--- src/rtl/if_fetch_unit_pkg.sv ---
// Shared fetch-stage types and constants: FSM states, instruction size, NOP word and PC alignment.
// Imported by the fetch top, its PC register and the fetch interface users.
package if_fetch_unit_pkg;

    typedef enum logic [1:0] {
        S_REQ  = 2'd0,
        S_WAIT = 2'd1,
        S_DROP = 2'd2,
        S_HOLD = 2'd3
    } fetch_state_e;

    localparam logic [31:0] INSTR_BYTES   = 32'd4;
    localparam logic [31:0] NOP_INSTR     = 32'h0000_0000;
    localparam logic [31:0] PC_ALIGN_MASK = 32'hFFFF_FFFC;

    function automatic logic [31:0] align_pc(input logic [31:0] addr);
        return addr & PC_ALIGN_MASK;
    endfunction

endpackage

--- src/rtl/if_fetch_unit_if.sv ---
// Fetch-stage bus: instruction-memory request/response plus the IF/ID-facing outputs.
// master = fetch unit, slave = memory and IF/ID side.
interface if_fetch_unit_if;
    logic        imem_req_valid;
    logic        imem_req_ready;
    logic [31:0] imem_addr;
    logic        imem_rsp_valid;
    logic [31:0] imem_rsp_data;
    logic        fetch_valid;
    logic [31:0] instr;
    logic [31:0] next_four_add;

    modport master (
        output imem_req_valid, imem_addr, fetch_valid, instr, next_four_add,
        input  imem_req_ready, imem_rsp_valid, imem_rsp_data
    );

    modport slave (
        input  imem_req_valid, imem_addr, fetch_valid, instr, next_four_add,
        output imem_req_ready, imem_rsp_valid, imem_rsp_data
    );
endinterface

--- src/rtl/if_fetch_unit_fetch_pc_reg.sv ---
// PC register: reset > redirect load (word-aligned) > increment by one instruction > hold.
// Single-cycle update; no backpressure of its own.
module fetch_pc_reg
    import if_fetch_unit_pkg::*;
#(
    parameter logic [31:0] RESET_PC = 32'h0000_0000
) (
    input  logic        clk,
    input  logic        reset,
    input  logic        load_i,
    input  logic [31:0] load_pc_i,
    input  logic        inc_i,
    output logic [31:0] pc_o
);

    logic [31:0] pc_q;
    logic [31:0] pc_d;

    always_comb begin
        pc_d = pc_q;
        if (load_i) begin
            pc_d = align_pc(load_pc_i);
        end else if (inc_i) begin
            pc_d = pc_q + INSTR_BYTES;
        end
    end

    always_ff @(posedge clk) begin
        if (reset) begin
            pc_q <= align_pc(RESET_PC);
        end else begin
            pc_q <= pc_d;
        end
    end

    assign pc_o = pc_q;

endmodule

--- src/rtl/if_fetch_unit.sv ---
// MIPS instruction-fetch stage: one outstanding imem request, buffers the word for IF/ID,
// holds it under stall, and on redirect reloads the PC and drains any stale in-flight response.
module if_fetch_unit
    import if_fetch_unit_pkg::*;
#(
    parameter logic [31:0] RESET_PC = 32'h0000_0000
) (
    input  logic                   clk,
    input  logic                   reset,
    input  logic                   stall,
    input  logic                   redirect_valid,
    input  logic [31:0]            redirect_target,
    if_fetch_unit_if.master        bus,
    output logic [31:0]            pc
);

    fetch_state_e state_q;
    logic [31:0]  instr_q;
    logic         pc_inc;

    // Only a consumed instruction advances the PC; a redirect always wins.
    assign pc_inc = (state_q == S_HOLD) && !redirect_valid && !stall;

    fetch_pc_reg #(
        .RESET_PC (RESET_PC)
    ) u_pc_reg (
        .clk       (clk),
        .reset     (reset),
        .load_i    (redirect_valid),
        .load_pc_i (redirect_target),
        .inc_i     (pc_inc),
        .pc_o      (pc)
    );

    always_ff @(posedge clk) begin
        if (reset) begin
            state_q <= S_REQ;
            instr_q <= NOP_INSTR;
        end else begin
            case (state_q)
                S_REQ: begin
                    if (!redirect_valid && bus.imem_req_ready) begin
                        state_q <= S_WAIT;
                    end
                end
                S_WAIT: begin
                    if (redirect_valid) begin
                        // A response arriving with the redirect is already drained.
                        state_q <= bus.imem_rsp_valid ? S_REQ : S_DROP;
                    end else if (bus.imem_rsp_valid) begin
                        instr_q <= bus.imem_rsp_data;
                        state_q <= S_HOLD;
                    end
                end
                S_DROP: begin
                    if (bus.imem_rsp_valid) begin
                        state_q <= S_REQ;
                    end
                end
                S_HOLD: begin
                    if (redirect_valid || !stall) begin
                        state_q <= S_REQ;
                    end
                end
                default: state_q <= S_REQ;
            endcase
        end
    end

    assign bus.imem_req_valid = !reset && (state_q == S_REQ) && !redirect_valid;
    assign bus.imem_addr      = pc;
    assign bus.fetch_valid    = !reset && (state_q == S_HOLD) && !redirect_valid;
    assign bus.instr          = instr_q;
    assign bus.next_four_add  = pc + INSTR_BYTES;

endmodule
--- src/flat_wrapper.sv ---
// flat-port wrapper written by rule: the top's interface ports become plain ports
module if_fetch_unit_flat import if_fetch_unit_pkg::*;
#(
    parameter logic [31:0] RESET_PC = 32'h0000_0000
)
  (clk, reset, stall, redirect_valid, redirect_target, pc, bus_imem_req_valid, bus_imem_addr, bus_fetch_valid, bus_instr, bus_next_four_add, bus_imem_req_ready, bus_imem_rsp_valid, bus_imem_rsp_data);
  if_fetch_unit_if bus_i ();
  input  logic clk;
  input  logic reset;
  input  logic stall;
  input  logic redirect_valid;
  input  logic [31:0] redirect_target;
  output logic [31:0] pc;
  output wire logic [$bits(bus_i.imem_req_valid)-1:0] bus_imem_req_valid;
  output wire logic [$bits(bus_i.imem_addr)-1:0] bus_imem_addr;
  output wire logic [$bits(bus_i.fetch_valid)-1:0] bus_fetch_valid;
  output wire logic [$bits(bus_i.instr)-1:0] bus_instr;
  output wire logic [$bits(bus_i.next_four_add)-1:0] bus_next_four_add;
  input wire logic [$bits(bus_i.imem_req_ready)-1:0] bus_imem_req_ready;
  input wire logic [$bits(bus_i.imem_rsp_valid)-1:0] bus_imem_rsp_valid;
  input wire logic [$bits(bus_i.imem_rsp_data)-1:0] bus_imem_rsp_data;
  assign bus_imem_req_valid = bus_i.imem_req_valid;
  assign bus_imem_addr = bus_i.imem_addr;
  assign bus_fetch_valid = bus_i.fetch_valid;
  assign bus_instr = bus_i.instr;
  assign bus_next_four_add = bus_i.next_four_add;
  assign bus_i.imem_req_ready = bus_imem_req_ready;
  assign bus_i.imem_rsp_valid = bus_imem_rsp_valid;
  assign bus_i.imem_rsp_data = bus_imem_rsp_data;
  if_fetch_unit #(.RESET_PC(RESET_PC)) u_core (.clk(clk), .reset(reset), .stall(stall), .redirect_valid(redirect_valid), .redirect_target(redirect_target), .bus(bus_i), .pc(pc));
endmodule
--- config.mk ---
export PLATFORM = sky130hd
export DESIGN_NAME = if_fetch_unit_flat
export DESIGN_NICKNAME = d
export VERILOG_FILES = /design/src/rtl/if_fetch_unit_pkg.sv /design/src/rtl/if_fetch_unit_if.sv /design/src/rtl/if_fetch_unit_fetch_pc_reg.sv /design/src/rtl/if_fetch_unit.sv /design/src/flat_wrapper.sv
export SDC_FILE = /design/constraint.sdc
export NUM_CORES = 1
export LEC_CHECK = 0
export BUFFER_PORTS_ARGS = -buffer_cell sky130_fd_sc_hd__buf_2
export CAP_MARGIN = 5
export CORE_MARGIN = 3
export CORE_UTILIZATION = 43
export CTS_BUF_LIST = sky130_fd_sc_hd__clkbuf_4
export DETAILED_ROUTE_END_ITERATION = 16
export HOLD_SLACK_MARGIN = 0.15
export PLACE_DENSITY_LB_ADDON = 0.12
export SYNTH_ARGS = -nofsm -noshare
export SYNTH_HDL_FRONTEND = slang
export SYNTH_SLANG_ARGS = --single-unit
--- constraint.sdc ---
create_clock -name clk -period 2.35 [get_ports clk]
set_input_delay 0.3525 -clock clk [delete_from_list [all_inputs] [get_ports clk]]
set_output_delay 0.3525 -clock clk [all_outputs]
set_load 0.02 [all_outputs]
==> key figures <==
Run status
  – Status: finished with violations
  – Failing checks: setup timing

Synthesis
  – Synth area leader: dfxtp_1
  – Syn avg cell area: 7.54 um^2
  – Top cells by area, synth: dfxtp_1 33%, nand2_1 8.5%, buf_4 7.0%
  – Ys Warns: 0
  – Main flop type after synthesis: dfxtp_1
  – Mux cell area share after synthesis: 0
  – Post-synth EDFFs: 0
  – XOR/XNOR share of the synthesized area: 0.0843
  – Syn Inst Count: 510
  – Asr flop ratio synth: 0
  – Count of different cell masters after synthesis: 55
  – Mapped Area: 0.00384 mm^2
  – Sequential element share of the synthesized area: 0.333
  – Synth Area in Adders: 0.00326
  – Simple-Gate Fraction of Synth Area: 0.299
  – Main combinational cell family by area after synthesis: simple AND/OR/NAND/NOR gates
  – Compound-Gate Fraction of Synth Area: 0.159
  – Post-synth top area share: 0.333
  – #FFs+latches synth: 64

Timing
  – Crit path time final: 2550 ps
  – Setup TNS: -1740 ps
  – Fin crit share: 1.09
  – RSZ-0062 raised after global routing: yes
  – Count of pins over their slew limit: 0
  – Fin. Hold Viols: 0
  – Fmax: 392 MHz
  – Final setup violation count: 17
  – Layout Skew: 19.2 ps
  – Final worst-path setup slack: -201 ps

Detailed routing
  – DR WL/cell: 15.7 um
  – Pre-antenna DRT Iters: 5
  – DRC viols: 0
  – DR vias/cell: 5.39
  – Number of routed nets with antenna violations: 0
  – Detailed Route WL: 13000 um
  – Via Count: 4488
  – 1st-iter DRT viols: 144

Global routing
  – Initial antenna violation count: 0
  – Grt ovf: 0
  – Grt met3 use: 0.0443
  – GR Util met1: 0.322
  – Met2 usage: 0.412
  – Number of global-route vias before repair: 4080
  – Tot GR Track Use: 0.248
  – Largest net degree at the start of global routing: 38
  – Most Crowded Layer GR: met2
  – First-pass GRT wire length: 20300 um

Layout
  – N_diodes: 0
  – Final instance area: 0.00579 mm^2
  – Area Growth Syn to Fin: 50.7%
  – Nets@finish: 793
  – Layout cells sized above 1: 0.465

Pwr
  – Peak VDD IR: 0.000233 V
  – Leak: 2.66 nW
  – Pwr Total: 2.48 mW
  – Pwr dens: 427 mW/mm^2

Die
  – Die Width: 101 um
  – Die height: 101 um
  – Core area: 0.00846 mm^2
  – Die area: 0.0101 mm^2
  – Num ports: 200
  – Initial Utilization: 0.454
  – Row count: 33

Critical path
  – Crit start category: register
  – CP Data Required Time: 2000 ps
  – Crit. End Element: output pin
  – Reg2reg path depth: 8
  – CP cell instances: ha_4 > nand3_4 > or4_4 > buf_6 > nor2_4 > xor2_2 > buf_6
  – Max stage delay cell, worst path: or4_4
  – Largest fanout on the critical path: 7
  – Worst path most repeated cell: buf_6
  – Arrival @ worst endpoint: 2200 ps
  – Critical Path Max Stage Delay: 600 ps
  – Crit path kind: register to output pin

Clock tree
  – Clock sinks: 64
  – Root Driver: clkbuf_4
  – CTS tree: yes
  – Total CTS buffers: 9
  – Htree depth: 3
  – Worst-path clk slew: 110 ps
  – Longest Clk Path Bufs: 2
  – Clk Latency, worst-skew pair: 420 ps

Min path
  – Cell count of the worst hold path: 3
  – Min-Delay Path Class: input port to register

Placed design
  – DPL Wire Length: 8880 um
  – DP Area: 0.00485 mm^2
  – GPL Wtd Cong: 0.900
  – Port-buffer cells: 191

Flow run
  – Max-Cap Viols: 0
[layout make-up]
cell class | instances | area (um^2)
Multi-Input combinational cell | 366 | 2440
Sequential cell | 64 | 1330
Clock inverter | 7 | 47.5
Tap cell | 105 | 131
Clock buffer | 9 | 67.6
Inverter | 7 | 26.3
Timing Repair Buffer | 274 | 1750
Fill cell | 757 | 2670
[routing by layer]
metal	part of all wire	vias up
met4	0.019	0
met5	0	-
met1	0.42	2095
li1	-	2174
met2	0.50	199
met3	0.069	20
[cells by family after synthesis]
group,after synthesis
xor gates and xnor gates,37
and+or+nand+nor,228
buffers and inverters,85
AOI/OAI and AO/OA,94
other,1
adders and majority gates,1
DFF,64
[metrics by stage]
step	worst slack [ps]	std cells	hold WS (ps)	utilization
finish	-201	832	176	0.685
global route	-283	832	163	0.685
CTS	-208	822	153	0.658
detailed placement	74.2	763	443	0.573
global placement	113	763	438	0.573
floorplan	-19.5	515	487	-
[sequential cells by signal, summed over array words and instances, names as in the netlist]
name / cells
u_core.state_q: 2
u_core.u_pc_reg.pc_o: 30
u_core.bus.instr: 32
[worst max-delay path: cells and delay by family, from the launching register on]
kind                     cells  cell delay [ps]
adder cells (fa/ha/maj)      1              150
buffers and inverters        2              320
AND/OR/NAND/NOR              3              780
XOR/XNOR                     1              170
flip-flops                   1              380
[cells in the mapped netlist (8+ instances only)]
master / instances
nand2_1: 87
o21ai_0: 14
a311oi_1: 9
dfxtp_1: 64
clkbuf_1: 38
a21oi_1: 39
xor2_1: 25
xnor2_1: 12
or3_1: 8
buf_4: 36
nor4_1: 9
nor2_1: 39
nor3_1: 12
nand3_1: 17
nand4_1: 12
[cell usage in the layout (no fill, tap or decap), types with 9 or more instances in the layout]
master / Yosys / routed
nand3_1: 17 / 14
xor2_1: 25 / 19
buf_2: 1 / 170
nand4_1: 12 / 12
a21oi_1: 39 / 39
buf_4: 36 / 68
o21ai_0: 14 / 14
nand2_1: 87 / 87
xnor2_1: 12 / 12
dfxtp_2: 0 / 11
dlygate4sd3_1: 0 / 22
nor2_1: 39 / 25
nor2_4: 0 / 9
buf_6: 1 / 12
clkbuf_4: 0 / 9
dfxtp_1: 64 / 45
[worst paths after layout]
kind                                   end                    start  slack (ps)
setup / recovery     bus_next_four_add[20]  u_core.u_pc_reg.pc_o[3]        -200
hold / removal         u_core.bus.instr[1]     bus_imem_rsp_data[1]         180
setup reg to reg  u_core.u_pc_reg.pc_o[20]  u_core.u_pc_reg.pc_o[3]         -70
hold reg to reg       u_core.bus.instr[10]     u_core.bus.instr[10]         460
[where the power goes]
group / internal [mW] / switching [mW]
clock network: 0.216 / 0.441
logic: 0.265 / 0.361
registers: 1.13 / 0.0636
total: 1.61 / 0.866
[repair_timing]
action,in CTS,in global routing
buffers inserted,21,10
hold endpoints to repair,22,0
gates resized for setup,66,43
pin swaps,23,17
hold buffers,22,0
endpoints found under the setup margin,22,25
Power figures use the tool's default switching activity.
